<file path="src/rtl/pc_redirect_unit_pkg.sv">
// Shared encodings and constants for the fetch PC redirect stage.
// Optional performance counters are enabled with PC_REDIRECT_PERF_EN.
`ifndef PC_REDIRECT_UNIT_PKG_DEFINES
`define PC_REDIRECT_UNIT_PKG_DEFINES
`define PCU_RUN    1'b0
`define PCU_HALT   1'b1
`define PCU_PC_INC 32'd4
`endif

package pc_redirect_unit_pkg;

    typedef enum logic {
        PcuRun  = `PCU_RUN,
        PcuHalt = `PCU_HALT
    } pcu_state_e;

    localparam logic [31:0] RESET_PC_DEFAULT = 32'h0000_0000;

endpackage

</file>
<file path="src/rtl/pc_redirect_unit_pc_reg.sv">
// 32-bit PC register with synchronous reset and load enable.
module pc_redirect_unit_pc_reg #(
    parameter logic [31:0] ResetVal = 32'h0000_0000
) (
    input  logic        clk_i,
    input  logic        rst_i,
    input  logic        en_i,
    input  logic [31:0] d_i,
    output logic [31:0] q_o
);

    logic [31:0] pc_q;

    always_ff @(posedge clk_i) begin
        if (rst_i) begin
            pc_q <= ResetVal;
        end else if (en_i) begin
            pc_q <= d_i;
        end
    end

    assign q_o = pc_q;

endmodule

</file>
<file path="src/rtl/pc_redirect_unit.sv">
// Fetch PC stage: sequential advance, EX-resolved redirects with IF/ID and ID/EX squash, stall
// and sticky halt. Defining PC_REDIRECT_PERF_EN adds redirect and stall counters.
module pc_redirect_unit
    import pc_redirect_unit_pkg::*;
#(
    parameter logic [31:0] RESET_PC = RESET_PC_DEFAULT
) (
    input  logic        clk_i,
    input  logic        rst_i,
    input  logic        branch_taken_i,
    input  logic        jump_i,
    input  logic [31:0] target_i,
    input  logic        stall_i,
    input  logic        halt_req_i,
    output logic [31:0] pc_o,
    output logic [31:0] pc_plus4_o,
    output logic        flush_if_id_o,
    output logic        flush_id_ex_o,
    output logic        halted_o,
`ifdef PC_REDIRECT_PERF_EN
    output logic [31:0] redirect_cnt_o,
    output logic [31:0] stall_cnt_o,
`endif
    output logic        misalign_o
);

    pcu_state_e  state_q;
    logic        halted_q;
    logic        misalign_q;
    logic        run;
    logic        redirect;
    logic        pc_en;
    logic [31:0] pc_q;
    logic [31:0] pc_d;
    logic [31:0] pc_plus4;

    assign run      = (state_q == PcuRun);
    assign redirect = (branch_taken_i | jump_i) & run;
    assign pc_plus4 = pc_q + `PCU_PC_INC;

    always_comb begin
        pc_d  = pc_plus4;
        pc_en = 1'b0;
        if (run) begin
            if (redirect) begin
                pc_d  = target_i;
                pc_en = 1'b1;
            end else if (!halt_req_i && !stall_i) begin
                pc_en = 1'b1;
            end
        end
    end

    pc_redirect_unit_pc_reg #(
        .ResetVal(RESET_PC)
    ) u_pc_reg (
        .clk_i(clk_i),
        .rst_i(rst_i),
        .en_i (pc_en),
        .d_i  (pc_d),
        .q_o  (pc_q)
    );

    // A halt request that coincides with a redirect belongs to the wrong path and is dropped.
    always_ff @(posedge clk_i) begin
        if (rst_i) begin
            state_q    <= PcuRun;
            halted_q   <= 1'b0;
            misalign_q <= 1'b0;
        end else begin
            case (state_q)
                PcuRun: begin
                    if (redirect) begin
                        if (target_i[1]) begin
                            misalign_q <= 1'b1;
                        end
                    end else if (halt_req_i) begin
                        state_q  <= PcuHalt;
                        halted_q <= 1'b1;
                    end
                end
                PcuHalt: begin
                    state_q  <= PcuHalt;
                    halted_q <= 1'b1;
                end
                default: begin
                    state_q  <= PcuRun;
                    halted_q <= 1'b0;
                end
            endcase
        end
    end

`ifdef PC_REDIRECT_PERF_EN
    logic [31:0] redirect_cnt_q;
    logic [31:0] stall_cnt_q;

    always_ff @(posedge clk_i) begin
        if (rst_i) begin
            redirect_cnt_q <= 32'd0;
            stall_cnt_q    <= 32'd0;
        end else if (run) begin
            if (redirect) begin
                redirect_cnt_q <= redirect_cnt_q + 32'd1;
            end else if (stall_i) begin
                stall_cnt_q <= stall_cnt_q + 32'd1;
            end
        end
    end

    assign redirect_cnt_o = redirect_cnt_q;
    assign stall_cnt_o    = stall_cnt_q;
`endif

    assign pc_o          = pc_q;
    assign pc_plus4_o    = pc_plus4;
    assign flush_if_id_o = !rst_i & (redirect | !run);
    assign flush_id_ex_o = !rst_i & (redirect | !run);
    assign halted_o      = halted_q;
    assign misalign_o    = misalign_q;

endmodule
</file>
<file path="config.mk">
export PLATFORM = sky130hd
export DESIGN_NAME = pc_redirect_unit
export DESIGN_NICKNAME = d
export VERILOG_FILES = /design/src/rtl/pc_redirect_unit_pkg.sv /design/src/rtl/pc_redirect_unit_pc_reg.sv /design/src/rtl/pc_redirect_unit.sv
export SDC_FILE = /design/constraint.sdc
export NUM_CORES = 1
export LEC_CHECK = 0
export BUFFER_PORTS_ARGS = -buffer_cell sky130_fd_sc_hd__buf_4
export CAP_MARGIN = 20
export CELL_PAD_IN_SITES_DETAIL_PLACEMENT = 1
export CELL_PAD_IN_SITES_GLOBAL_PLACEMENT = 2
export CORE_ASPECT_RATIO = 0.8
export CORE_MARGIN = 4
export CORE_UTILIZATION = 26
export DETAILED_ROUTE_END_ITERATION = 6
export PLACE_DENSITY_LB_ADDON = 0.12
export SYNTH_ARGS = -nofsm -noshare
export SYNTH_HDL_FRONTEND = slang
export SYNTH_HIERARCHICAL = 1
export SYNTH_SLANG_ARGS = --single-unit
</file>
<file path="constraint.sdc">
create_clock -name clk_i -period 2.6 [get_ports clk_i]
set_clock_uncertainty 0.2 [all_clocks]
set_input_delay 0.39 -clock clk_i [delete_from_list [all_inputs] [get_ports clk_i]]
set_output_delay 0.39 -clock clk_i [all_outputs]
set_load 0.02 [all_outputs]
</file>
# Word-level counts from Yosys, hierarchy flattened
# Index checks and enable logic that the tools add are counted.
[word_totals]
reg_bits = 35
inputBits = 38
output_inout_bits = 68
word_cells = 29
[classes]
add_sub_neg = 1
eq_ne = 2
muxes = 11
bitwise = 5
reduce_logical = 6
[ops]
columns = ["cell", "count"]
rows = [
  ["32-bit two-way mux", 2],
  ["32-bit by 3-bit adder with 32-bit output (second input constant)", 1],
  ["1-bit two-way mux", 7],
  ["2-bit inequality test (second input constant)", 2],
  ["1-bit case mux with 2 select lines", 2],
  ["1-bit zero test", 3],
  ["3-bit AND reduction", 1],
  ["1-bit bitwise AND", 2],
  ["1-bit OR", 2],
  ["2-bit AND reduction", 1],
  ["1-bit logical AND", 1],
  ["1-bit inverter", 1],
]

# Depth between registers and ports, before layout
[logic_depth]
depth_word = 5
depth_mapped = 9
ltp_nobuf = 7

# Hierarchy
# The synthesis kept the hierarchy.
[by_module_without_submodules]
columns = ["module", "n_inst", "cells_per_inst", "area_each_um2", "seq_area_each_um2"]
rows = [
  ["pc_redirect_unit", 1, 201, 1236.2, 60.1],
  ["pc_redirect_unit_pc_reg", 1, 103, 1163.6, 640.6],
]

# Worst setup path after synthesis
# OpenSTA, ideal clock, no wires.
[synth_timing]
path_type = "register to output"
start = "register u_pc_reg.pc_q[4], in the netlist u_pc_reg/q_o[4]"
end = "output port pc_plus4_o[31]"
arrival_ns = 2.142
setup_slack_ns = -0.132
stages_incl_launch_ff = 7
path_buffers = 2
cell_sequence = "dfxtp_1 -> nand4_1 -> or4_1 -> buf_2 -> buf_6 -> nor3_1 -> xor2_1"
[synth_via]
elab_chain_len = 1
[synth_lines]
columns = ["element", "line", "source"]
rows = [
  ["start: declaration", "pc_redirect_unit_pc_reg.sv:12", "logic [31:0] pc_q;"],
  ["start signal: assignment", "pc_redirect_unit_pc_reg.sv:16", "pc_q <= ResetVal;"],
  ["start signal: assignment", "pc_redirect_unit_pc_reg.sv:18", "pc_q <= d_i;"],
  ["32-bit by 3-bit adder with 32-bit output (no source line)", "-", ""],
  ["end: declaration", "pc_redirect_unit.sv:16", "output logic [31:0] pc_plus4_o,"],
]
# Every way passes these cells.

# Worst setup path after layout
[layout_timing]
start = "register u_pc_reg.pc_q[3], in the netlist u_pc_reg/q_o[3]"
end = "output port pc_plus4_o[23]"
# The elaborated chain is that of the path after synthesis.

==> summary.txt <==
R2r setup slk = 0.14 ns
Min-delay src = target_i[1]
Hold EP = misalign_o$_SDFFE_PP0P_
Post-route DRC violation count = 0
Seq cells post-synth = 35
Metal3 WL = 401 µm
Later-pin clock latency in the skew report = 0.27 ns
Sequential fraction of the synthesis area = 29.2%
Tot Pwr = 1.89 mW
Share of post-route cells with drive strength above 1 = 48.4%
Top Metal Used = met4
Total CTS buffers = 5
Pin count of the biggest net entering global routing = 37
Post-route clock period utilization = 106%
Final #Nets = 480
Worst-Margin Slew = 0.421 ns
Placed wire-length estimate = 6670 µm
Vias in the first global route = 2799
Critical Path Fanout Max = 7
Die W = 115 µm
R2R Path Start = u_pc_reg/q_o[3]$_SDFFE_PP0P_
Worst r2r dst = u_pc_reg/q_o[31]$_SDFFE_PP0P_
Post-synthesis area per instance = 7.89 µm²
TritonCTS clock tree = built
Yosys warns = 6
Drt pass-1 iters = 4
Final hold vios = 0
Wl on met1 = 4180 µm
Setup violators final = 10
Die height = 93.9 µm
R2r worst-path depth = 7
Most common cell after layout, fill and taps aside = buf_4
Max Buffers Root-to-Sink = 2
Arrival @ worst endpoint = 2.16 ns
Max Cap Violations = 0
# port buffers = 105
Filler cell count = 1120
DIE AREA = 10800 µm²
Slew HR = 71.9%
Worst VDD drop = 0.000257 V
P_leak = 1.94 nW
H-tree levels = 2
Via-to-Cell Ratio = 4.93
Core box area = 9040 µm²
Gr usage total = 16.2%
WL final = 8940 µm
Std-Cell Rows = 31
Status = complete, but fails checks
Syn Inst Count = 304
Via count = 2736
DR WL/cell = 16.1 µm
Mapped Nets = 343
Diodes inserted = 0
First-pass GRT wire length = 14000 µm
Hold Buf Count CTS = 0
Shortest period the worst path allows = 2.75 ns
Synth cell types = 36
Synth Cell Area = 2400 µm²
Initial antenna violation count = 0
Clk root buf = clkbuf_16
Clock sink count = 35
Worst min-delay path category = in -> reg
Number of I/O pins = 106
Initial core utilization = 26.6%
GRT overflow = 0
Hold Crit Depth = 3
Routability cong. = 0.741
Total negative slack = -0.996 ns
Crit end category = output port
Leading cell types in the layout, fill and taps excluded = 134 x buf_4, 65 x nor2_1, 32 x mux2i_1
Worst Path Required = 2.01 ns
Max Slew Vio Count = 0
Layout area overhead = 63.9%
Clock transition at path regs = 0.05 ns
Final worst slack = -0.154 ns
Failing checks = negative setup slack
First DRT Iteration DRCs = 83
Power density over the cells = 481 nW/µm²
Critical path type = reg -> out
Met2 wire length = 4300 µm
DRT antenna net count = 0
Startpoint Class = register
Maximum clock rate = 0.363 GHz
RSZ-0062 raised after global routing = true
-- metrics by stage --
step | instances | setup WS, ns | util (%) | instance area [µm²] | hold slack, ns
after detailed placement | 540 | 0.0609 | 38.9 | 3520 | 0.249
after global placement | 540 | 0.101 | 38.9 | 3520 | 0.235
after CTS | 551 | -0.143 | 42.4 | 3830 | 0.174
final | 555 | -0.154 | 43.5 | 3930 | 0.172
after floorplan | 304 | 0.0524 | - | 2420 | 0.262
after global routing | 555 | -0.217 | 43.5 | 3930 | 0.216
-- cell type report --
| cell class | instances | area (µm²) | area share [%] |
|---|---|---|---|
| inverter | 9 | 33.8 | 0.859 |
| clock buffer | 6 | 129 | 3.28 |
| multi-input combinational | 241 | 1670 | 42.4 |
| sequential | 35 | 719 | 18.3 |
| tap | 115 | 144 | 3.66 |
| timing repair buffer | 149 | 1240 | 31.5 |
-- flip-flops by register name (all words and copies together), names as in the netlist --
register      flops
misalign_o        1
u_pc_reg/q_o     32
halted_o          1
state_q           1
-- worst max path at each step --
stage                                       from              to  slack (ns)  cells after the start
CTS                 u_pc_reg/q_o[7]$_SDFFE_PP0P_  pc_plus4_o[23]       -0.14                      6
global placement    u_pc_reg/q_o[4]$_SDFFE_PP0P_  pc_plus4_o[29]        0.10                      6
finish              u_pc_reg/q_o[3]$_SDFFE_PP0P_  pc_plus4_o[23]       -0.15                      6
detailed placement  u_pc_reg/q_o[2]$_SDFFE_PP0P_  pc_plus4_o[29]        0.06                      6
floorplan           u_pc_reg/q_o[4]$_SDFFE_PP0P_  pc_plus4_o[31]        0.05                      6
global route        u_pc_reg/q_o[3]$_SDFFE_PP0P_  pc_plus4_o[23]       -0.22                      6
-- kinds of logic after synthesis --
kind of cell | Yosys count | share of synthesized area (%)
AO/OA/AOI/OAI | 32 | 9.02
flip-flops | 35 | 29.2
buffers and inverters | 28 | 7.56
multiplexers | 43 | 18.5
adder cells (fa/ha/maj) | 1 | 0.521
XOR/XNOR | 15 | 5.47
AND/OR/NAND/NOR | 150 | 29.7
-- power by group --
| part | leakage [nW] | switching [mW] | internal, mW | total, mW |
|---|---|---|---|---|
| sequential | 0.294 | 0.0477 | 0.590 | 0.638 |
| combinational | 1.59 | 0.373 | 0.337 | 0.710 |
| clock | 0.0628 | 0.201 | 0.344 | 0.545 |
| total | 1.94 | 0.622 | 1.27 | 1.89 |
-- cells in the mapped netlist --
| master | number | area [µm²] |
|---|---|---|
| nor3_1 | 6 | 30.0 |
| xor2_1 | 9 | 78.8 |
| clkbuf_1 | 10 | 37.5 |
| buf_6 | 2 | 22.5 |
| mux2i_1 | 32 | 320 |
| nand2_1 | 31 | 116 |
| nor4_1 | 6 | 37.5 |
| a31oi_1 | 13 | 81.3 |
| a221o_1 | 1 | 10.0 |
| o21ai_0 | 5 | 25.0 |
| and3_1 | 4 | 25.0 |
| or4_1 | 3 | 22.5 |
| dfxtp_1 | 35 | 701 |
| nand3_2 | 1 | 10.0 |
| buf_4 | 3 | 22.5 |
| nor2_1 | 65 | 244 |
| or3_1 | 6 | 37.5 |
| xnor2_1 | 6 | 52.6 |
| or4_4 | 4 | 45.0 |
| nand3b_1 | 2 | 15.0 |
| inv_1 | 9 | 33.8 |
| o311a_1 | 1 | 10.0 |
| ha_1 | 1 | 12.5 |
| buf_12 | 3 | 60.1 |
| o31ai_1 | 6 | 45.0 |
| mux2_2 | 11 | 124 |
| a31o_2 | 2 | 17.5 |
| a21o_1 | 1 | 7.51 |
| and4_1 | 1 | 8.76 |
| and2_1 | 2 | 12.5 |
| nand4_1 | 10 | 62.6 |
| a21bo_2 | 1 | 10.0 |
| or2_2 | 1 | 6.26 |
| nand3_1 | 8 | 40.0 |
| buf_2 | 1 | 5.00 |
| a21oi_1 | 2 | 10.0 |
-- layer usage --
metal,GRT usage (%),vias to the layer above
met2,27.6,59
met1,21.3,1321
met5,0,-
met3,3.28,4
met4,3.03,0
li1,-,1352
-- timing repair --
action | in CTS | in global routing
resized for setup | 28 | 17
setup buffers | 4 | 5
pin swaps | 14 | 5
hold endpoints to repair | 0 | 0
setup endpoints to repair | 11 | 13
gates cloned | 1 | 0
-- worst max-delay path, cell delays in order, from the launching register on --
cell	delay, ns
dfxtp_4	0.36
nand3_2	0.09
or4_4	0.59
buf_12	0.17
or4_4	0.49
nand2_2	0.08
buf_6	0.11
No activity file was read; power rests on OpenSTA's default activity.
